==> config.mk <==
export PLATFORM = sky130hd
export DESIGN_NAME = ddma_local_arbiter
export DESIGN_NICKNAME = d
export VERILOG_FILES = /design/src/rtl/ddma_local_arbiter.sv
export SDC_FILE = /design/constraint.sdc
export NUM_CORES = 1
export LEC_CHECK = 0
export CORE_AREA = 2 2 85 87
export CTS_BUF_LIST = sky130_fd_sc_hd__clkbuf_8
export DETAILED_ROUTE_END_ITERATION = 7
export DIE_AREA = 0 0 87 89
export GPL_TIMING_DRIVEN = 0
export SETUP_SLACK_MARGIN = 0.4
export SYNTH_ARGS = -nofsm -noshare
export SYNTH_HDL_FRONTEND = slang
export SYNTH_SLANG_ARGS = --single-unit
==> constraint.sdc <==
create_clock -name clock -period 2.75 [get_ports clock]
set_input_delay 0.275 -clock clock [delete_from_list [all_inputs] [get_ports clock]]
set_output_delay 0.275 -clock clock [all_outputs]
set_load 0.02 [all_outputs]
==> src/rtl/ddma_local_arbiter.sv <==
// Packet-level round-robin arbiter sharing one router LOCAL input among NUM_REQ
// flit sources; ownership is held for a whole Hermes packet (header, size, payload).
module ddma_local_arbiter #(
  parameter int FLIT_WIDTH = 32,
  parameter int NUM_REQ    = 2,
  parameter int SIZE_WIDTH = 16
) (
  input  logic                          clock,
  input  logic                          reset,
  input  logic [NUM_REQ-1:0]            req_valid_i,
  input  logic [NUM_REQ*FLIT_WIDTH-1:0] req_data_i,
  output logic [NUM_REQ-1:0]            req_ready_o,
  output logic                          tx_o,
  output logic [FLIT_WIDTH-1:0]         data_o,
  input  logic                          credit_i,
  output logic [NUM_REQ-1:0]            grant_o,
  output logic                          pkt_done_o
);

  localparam int PTR_W = $clog2(NUM_REQ);

  typedef enum logic [1:0] {
    S_IDLE,
    S_HEADER,
    S_SIZE,
    S_PAYLOAD
  } state_t;

  state_t                state_q, state_d;
  logic [PTR_W-1:0]      owner_q, owner_d;
  logic [PTR_W-1:0]      rr_ptr_q, rr_ptr_d;
  logic [SIZE_WIDTH-1:0] remaining_q, remaining_d;
  logic                  pkt_done_q, pkt_done_d;

  logic [FLIT_WIDTH-1:0] owner_data;
  logic                  owner_valid;
  logic                  pick_found;
  logic [PTR_W-1:0]      pick_idx;
  logic                  xfer;

  always_comb begin
    owner_data  = '0;
    owner_valid = 1'b0;
    for (int k = 0; k < NUM_REQ; k++) begin
      if (owner_q == PTR_W'(k)) begin
        owner_data  = req_data_i[k*FLIT_WIDTH +: FLIT_WIDTH];
        owner_valid = req_valid_i[k];
      end
    end
  end

  // Lowest valid index at or after rr_ptr wins; otherwise wrap to the lowest valid index.
  always_comb begin
    pick_found = 1'b0;
    pick_idx   = '0;
    for (int k = NUM_REQ - 1; k >= 0; k--) begin
      if (req_valid_i[k]) begin
        pick_found = 1'b1;
        pick_idx   = PTR_W'(k);
      end
    end
    for (int k = NUM_REQ - 1; k >= 0; k--) begin
      if (req_valid_i[k] && (PTR_W'(k) >= rr_ptr_q)) begin
        pick_idx = PTR_W'(k);
      end
    end
  end

  always_comb begin
    state_d     = state_q;
    owner_d     = owner_q;
    rr_ptr_d    = rr_ptr_q;
    remaining_d = remaining_q;
    pkt_done_d  = 1'b0;
    tx_o        = 1'b0;
    data_o      = '0;
    req_ready_o = '0;
    grant_o     = '0;
    xfer        = 1'b0;

    if (state_q == S_IDLE) begin
      if (pick_found) begin
        owner_d = pick_idx;
        state_d = S_HEADER;
      end
    end else begin
      tx_o   = owner_valid;
      data_o = owner_data;
      xfer   = owner_valid && credit_i;
      for (int k = 0; k < NUM_REQ; k++) begin
        if (owner_q == PTR_W'(k)) begin
          grant_o[k]     = 1'b1;
          req_ready_o[k] = xfer;
        end
      end

      if (xfer) begin
        case (state_q)
          S_HEADER: state_d = S_SIZE;
          S_SIZE: begin
            remaining_d = owner_data[SIZE_WIDTH-1:0];
            state_d     = (owner_data[SIZE_WIDTH-1:0] == '0) ? S_IDLE : S_PAYLOAD;
          end
          default: begin
            remaining_d = remaining_q - 1'b1;
            if (remaining_q == SIZE_WIDTH'(1)) state_d = S_IDLE;
          end
        endcase
        if (state_d == S_IDLE) begin
          pkt_done_d = 1'b1;
          rr_ptr_d   = (owner_q == PTR_W'(NUM_REQ - 1)) ? '0 : owner_q + PTR_W'(1);
        end
      end
    end
  end

  always_ff @(posedge clock or negedge reset) begin
    if (!reset) begin
      state_q     <= S_IDLE;
      owner_q     <= '0;
      rr_ptr_q    <= '0;
      remaining_q <= '0;
      pkt_done_q  <= 1'b0;
    end else begin
      state_q     <= state_d;
      owner_q     <= owner_d;
      rr_ptr_q    <= rr_ptr_d;
      remaining_q <= remaining_d;
      pkt_done_q  <= pkt_done_d;
    end
  end

  assign pkt_done_o = pkt_done_q;

endmodule
## Yosys cells after proc, flatten, opt, wreduce, memory -nomap -nowiden

Index checks and enable logic that the tools add are counted.

| word-level totals | value |
|---|---|
| register bits after elaboration | 21 |
| output and inout bits | 38 |
| logic and storage cells | 54 |

| cells by class | value |
|---|---|
| add/subtract/negate cells | 2 |
| magnitude comparators | 2 |
| equal/unequal tests | 4 |
| multiplexer cells | 28 |
| bitwise operators | 2 |
| reductions and logical operators | 11 |

Operators by type and width:

| operator | number |
|---|---|
| two-way mux 32 bit | 2 |
| one-hot mux 16 bit (2 select lines) | 1 |
| two-way mux 2 bit | 9 |
| == test 16 x 1 -> 1 bit, second input constant | 1 |
| zero test 16 bit | 1 |
| subtractor 16 x 1 -> 16 bit, second input constant | 1 |
| two-way mux 1 bit | 15 |
| AND reduction 3 bit | 2 |
| zero test 2 bit | 2 |
| one-hot mux 2 bit (2 select lines) | 1 |
| AND reduction 2 bit | 2 |
| logical AND 1 bit | 3 |
| == test 2 x 1 -> 1 bit, second input constant | 1 |
| == test 2 bit, second input constant | 1 |
| greater-or-equal comparator 1 bit, first input constant | 2 |
| != test 2 bit, second input constant | 1 |
| inverter 1 bit | 2 |
| nonzero test 2 bit | 1 |
| adder 1 bit, second input constant | 1 |

## Logic depth before layout (Yosys ltp)

| logic depth | value |
|---|---|
| depth in word-level cells | 10 |
| mapped depth | 8 |
| mapped depth without buffers | 7 |

## Worst setup path after synthesis

Ideal clock, no wire load.

| timing | value |
|---|---|
| path kind | reg2out |
| start point | register state_q[0] |
| end point | output data_o[0] |
| arrival | 1400 ps |
| data required time | 2475 ps |
| slack | 1075 ps |
| stages on the path, launching flop included | 6 |
| path through | dfrtp_1 -> inv_1 -> ha_1 -> clkbuf_1 -> buf_1 -> nor2_1 |

| on the way | value |
|---|---|
| longest elaborated chain between the ends | 2 |

RTL lines:

| element | RTL line | RTL |
|---|---|---|
| start, declared | 29 | `state_t state_q, state_d;` |
| start signal, assigned | 125 | `state_q <= state_d;` |
| zero test 2 bit | 81 | `if (state_q == S_IDLE) begin` |
| two-way mux 32 bit | 81 |  |
| end, declared | 14 | `output logic [FLIT_WIDTH-1:0] data_o,` |

No other way between the ends.

## Worst setup path after layout

| timing | value |
|---|---|
| start point | register state_q[0] |
| end point | output tx_o |

| on the way | value |
|---|---|
| longest elaborated chain between the ends | 2 |

RTL lines:

| element | RTL line | RTL |
|---|---|---|
| zero test 2 bit | 81 |  |
| two-way mux 1 bit | 81 |  |
| end, declared | 13 | `output logic tx_o,` |

No other way between the ends.

==> results.txt <==
Setup CP Type -> flop to primary output
# rows -> 30
Longest Clk Path Bufs -> 2
fin nets -> 438
YS warnings -> 0
Final Cycle Share -> 82.4%
CP Data Required Time -> 2480 ps
post-CTS setup buffer count -> 0
Slew Limit Headroom -> 29.3%
layout cell share with drive strength beyond 1 -> 7.16%
filler instances -> 670
die width -> 87 um
final worst setup slack -> 485 ps
Initial Util -> 29.4%
Fmax achieved -> 442 MHz
Reg area -> 526 um^2
status -> finished, final reports clean
CP endpoint kind -> primary output
Worst Path Max Fanout -> 10
Synth Area per Inst -> 7.81 um^2
Final Util -> 47.5%
vias in the first global route -> 2,176
syn nets -> 327
Post-Syn Area -> 1980 um^2
PortBufs -> 106
initial drt markers -> 125
First-pass DRT Iterations -> 4
Seq/Total Area, Yosys -> 26.6%
post-route ant nets -> 0
Worst-Margin Slew -> 1060 ps
initial antenna violation count -> 0
Root Driver -> clkbuf_8
clk_lat worst skew -> 270 ps
post-synth cell types -> 42
via count -> 2,287
Synth-to-Final Area Change -> 61.5%
Multi-input gate area -> 1350 um^2
total gr overflow -> 0
Setup TNS -> 0 ps
GP Congestion -> 0.859
die area -> 7740 um^2
DP Area -> 3140 um^2
Wirelength per Cell -> 16.3 um
final setup fails -> 0
clock sink count -> 21
# diodes -> 0
global-route usage over all layers -> 18.5%
largest net degree at the start of global routing -> 22
HPWL Detailed -> 5890 um
unrepaired setup endpoints after global routing -> false
VDD IR max -> 0.000407 V
most frequent cells in the layout -> clkdlybuf4s50_1, nor2_1, mux2i_1, dlygate4sd2_1, dfrtp_1
cells after synthesis -> 253
WP data arrival -> 1990 ps
# DRC -> 0
Final Cell Area -> 3190 um^2
clock slew at reported path FFs -> 90 ps
Power Density -> 923 nW/um^2
hold crit path type -> flop to flop
Max-Cap Viols -> 0
global-route wire length before repair -> 11,100 um
Vias per Instance -> 5.16
Power Total -> 2.94 mW
core box area -> 6720 um^2
kind of start point of the critical path -> flop
minimum clock period -> 2260 ps
TritonCTS clock tree -> yes
H-tree depth -> 1
Final Max Slew Viols -> 0
register bit total from synthesis -> 21
Hold Fails Final Rpt -> 0
pre-CTS WS -> 197 ps
Die Ht -> 89 um
Clock Skew -> 2.78 ps
I/O pin cnt -> 107
drt total wl -> 7230 um
cts bufs inserted -> 3
most common cell after layout, fill and taps aside -> clkdlybuf4s50_1
static leakage -> 1.47 nW
==> registers in the layout, indices dropped and copies added (netlist names) <==
register and flops:
owner_q 1, pkt_done_o 1, remaining_q 16, rr_ptr_q 1
state_q 2
==> critical path, cell delays in order (launching register included) <==
cell and delay (ps):
dfrtp_1 400, inv_1 80, ha_1 270, buf_2 210, nor2_1 130, clkdlybuf4s50_1 630
==> report_power, final <==
part           internal [mW]  leakage [nW]  switching (mW)
logic                  0.905          1.19            1.21
clock network          0.100        0.0269           0.119
registers              0.450         0.258           0.165
==> kinds of logic after synthesis <==
kind of cell             share of synthesized area (%)
AND/OR/NAND/NOR                                   29.5
adder cells (fa/ha/maj)                           3.17
AO/OA/AOI/OAI                                     16.9
buffers and inverters                             5.57
multiplexers                                      18.2
flip-flops                                        26.6
==> final cells by class <==
cell class | instances | area share, %
plain buffers | 16 | 3.06
clock buffers | 3 | 1.29
clock inverters | 1 | 0.118
inverters | 8 | 0.941
multi-input cells | 208 | 42.2
flip-flops and latches | 21 | 16.5
well taps | 80 | 3.14
repair buffers | 106 | 32.8
==> synthesized netlist by cell type <==
library cell / n / area share, %
nor2_1: 66 / 13
mux2i_1: 36 / 18
dfrtp_1: 21 / 27
o21ai_0: 17 / 4.3
a21oi_1: 14 / 3.5
nand2_1: 10 / 1.9
nor4_1: 9 / 2.8
inv_1: 8 / 1.5
buf_2: 7 / 1.8
clkbuf_1: 6 / 1.1
nor3_1: 6 / 1.5
ha_1: 5 / 3.2
o22a_1: 5 / 2.2
nand3_1: 4 / 1.0
a22oi_1: 3 / 1.1
a32oi_1: 3 / 1.3
a22o_1: 2 / 0.89
a31oi_1: 2 / 0.63
and2_1: 2 / 0.63
nand4_1: 2 / 0.63
nor2b_1: 2 / 0.63
nor4_4: 2 / 2.2
o21ai_1: 2 / 0.51
and3_1: 1 / 0.32
buf_1: 1 / 0.19
buf_4: 1 / 0.38
buf_6: 1 / 0.57
nand2_2: 1 / 0.32
nand2b_1: 1 / 0.32
nand3b_1: 1 / 0.38
nor2_2: 1 / 0.32
nor2_4: 1 / 0.57
nor3_2: 1 / 0.51
nor3b_1: 1 / 0.38
nor4b_1: 1 / 0.44
nor4b_4: 1 / 1.2
o21ai_2: 1 / 0.44
o2bb2ai_1: 1 / 0.44
o31ai_1: 1 / 0.38
o31ai_4: 1 / 1.1
or3_1: 1 / 0.32
or3_4: 1 / 0.57
==> metal layers <==
| layer | vias up | GRT usage (%) | wire, um |
|---|---|---|---|
| met4 | 0 | 3.55 | 76 |
| met5 | - | 0 | 0 |
| li1 | 1125 | - | - |
| met2 | 82 | 32.2 | 3650 |
| met3 | 8 | 2.95 | 422 |
| met1 | 1072 | 24.3 | 3090 |
==> path summary, 6_finish.rpt <==
kind                                 start         endpoint  slack (ps)  cells after the start
setup reg to reg                state_q[0]   remaining_q[0]         740                      7
hold / removal             remaining_q[14]  remaining_q[14]         520                      1
setup / recovery                state_q[0]             tx_o         490                      5
max in group asynchronous            reset       pkt_done_o        1540                      1
hold reg to reg            remaining_q[14]  remaining_q[14]         520                      1
min in group asynchronous            reset   remaining_q[6]         570                      1
==> per-stage QoR <==
stage / hold slack (ps) / cells
5_1_grt: 562 / 443
6_report: 519 / 443
3_5_place_dp: 500 / 439
3_3_place_gp: 494 / 439
4_1_cts: 517 / 443
2_1_floorplan: -20.6 / 253
==> what timing repair did <==
item / CTS / global route
setup endpoints to repair: 33 / 14
gates resized for setup: 32 / 13
hold buffers: 0 / 0
Note: power is estimated with default switching activity, not from simulation.
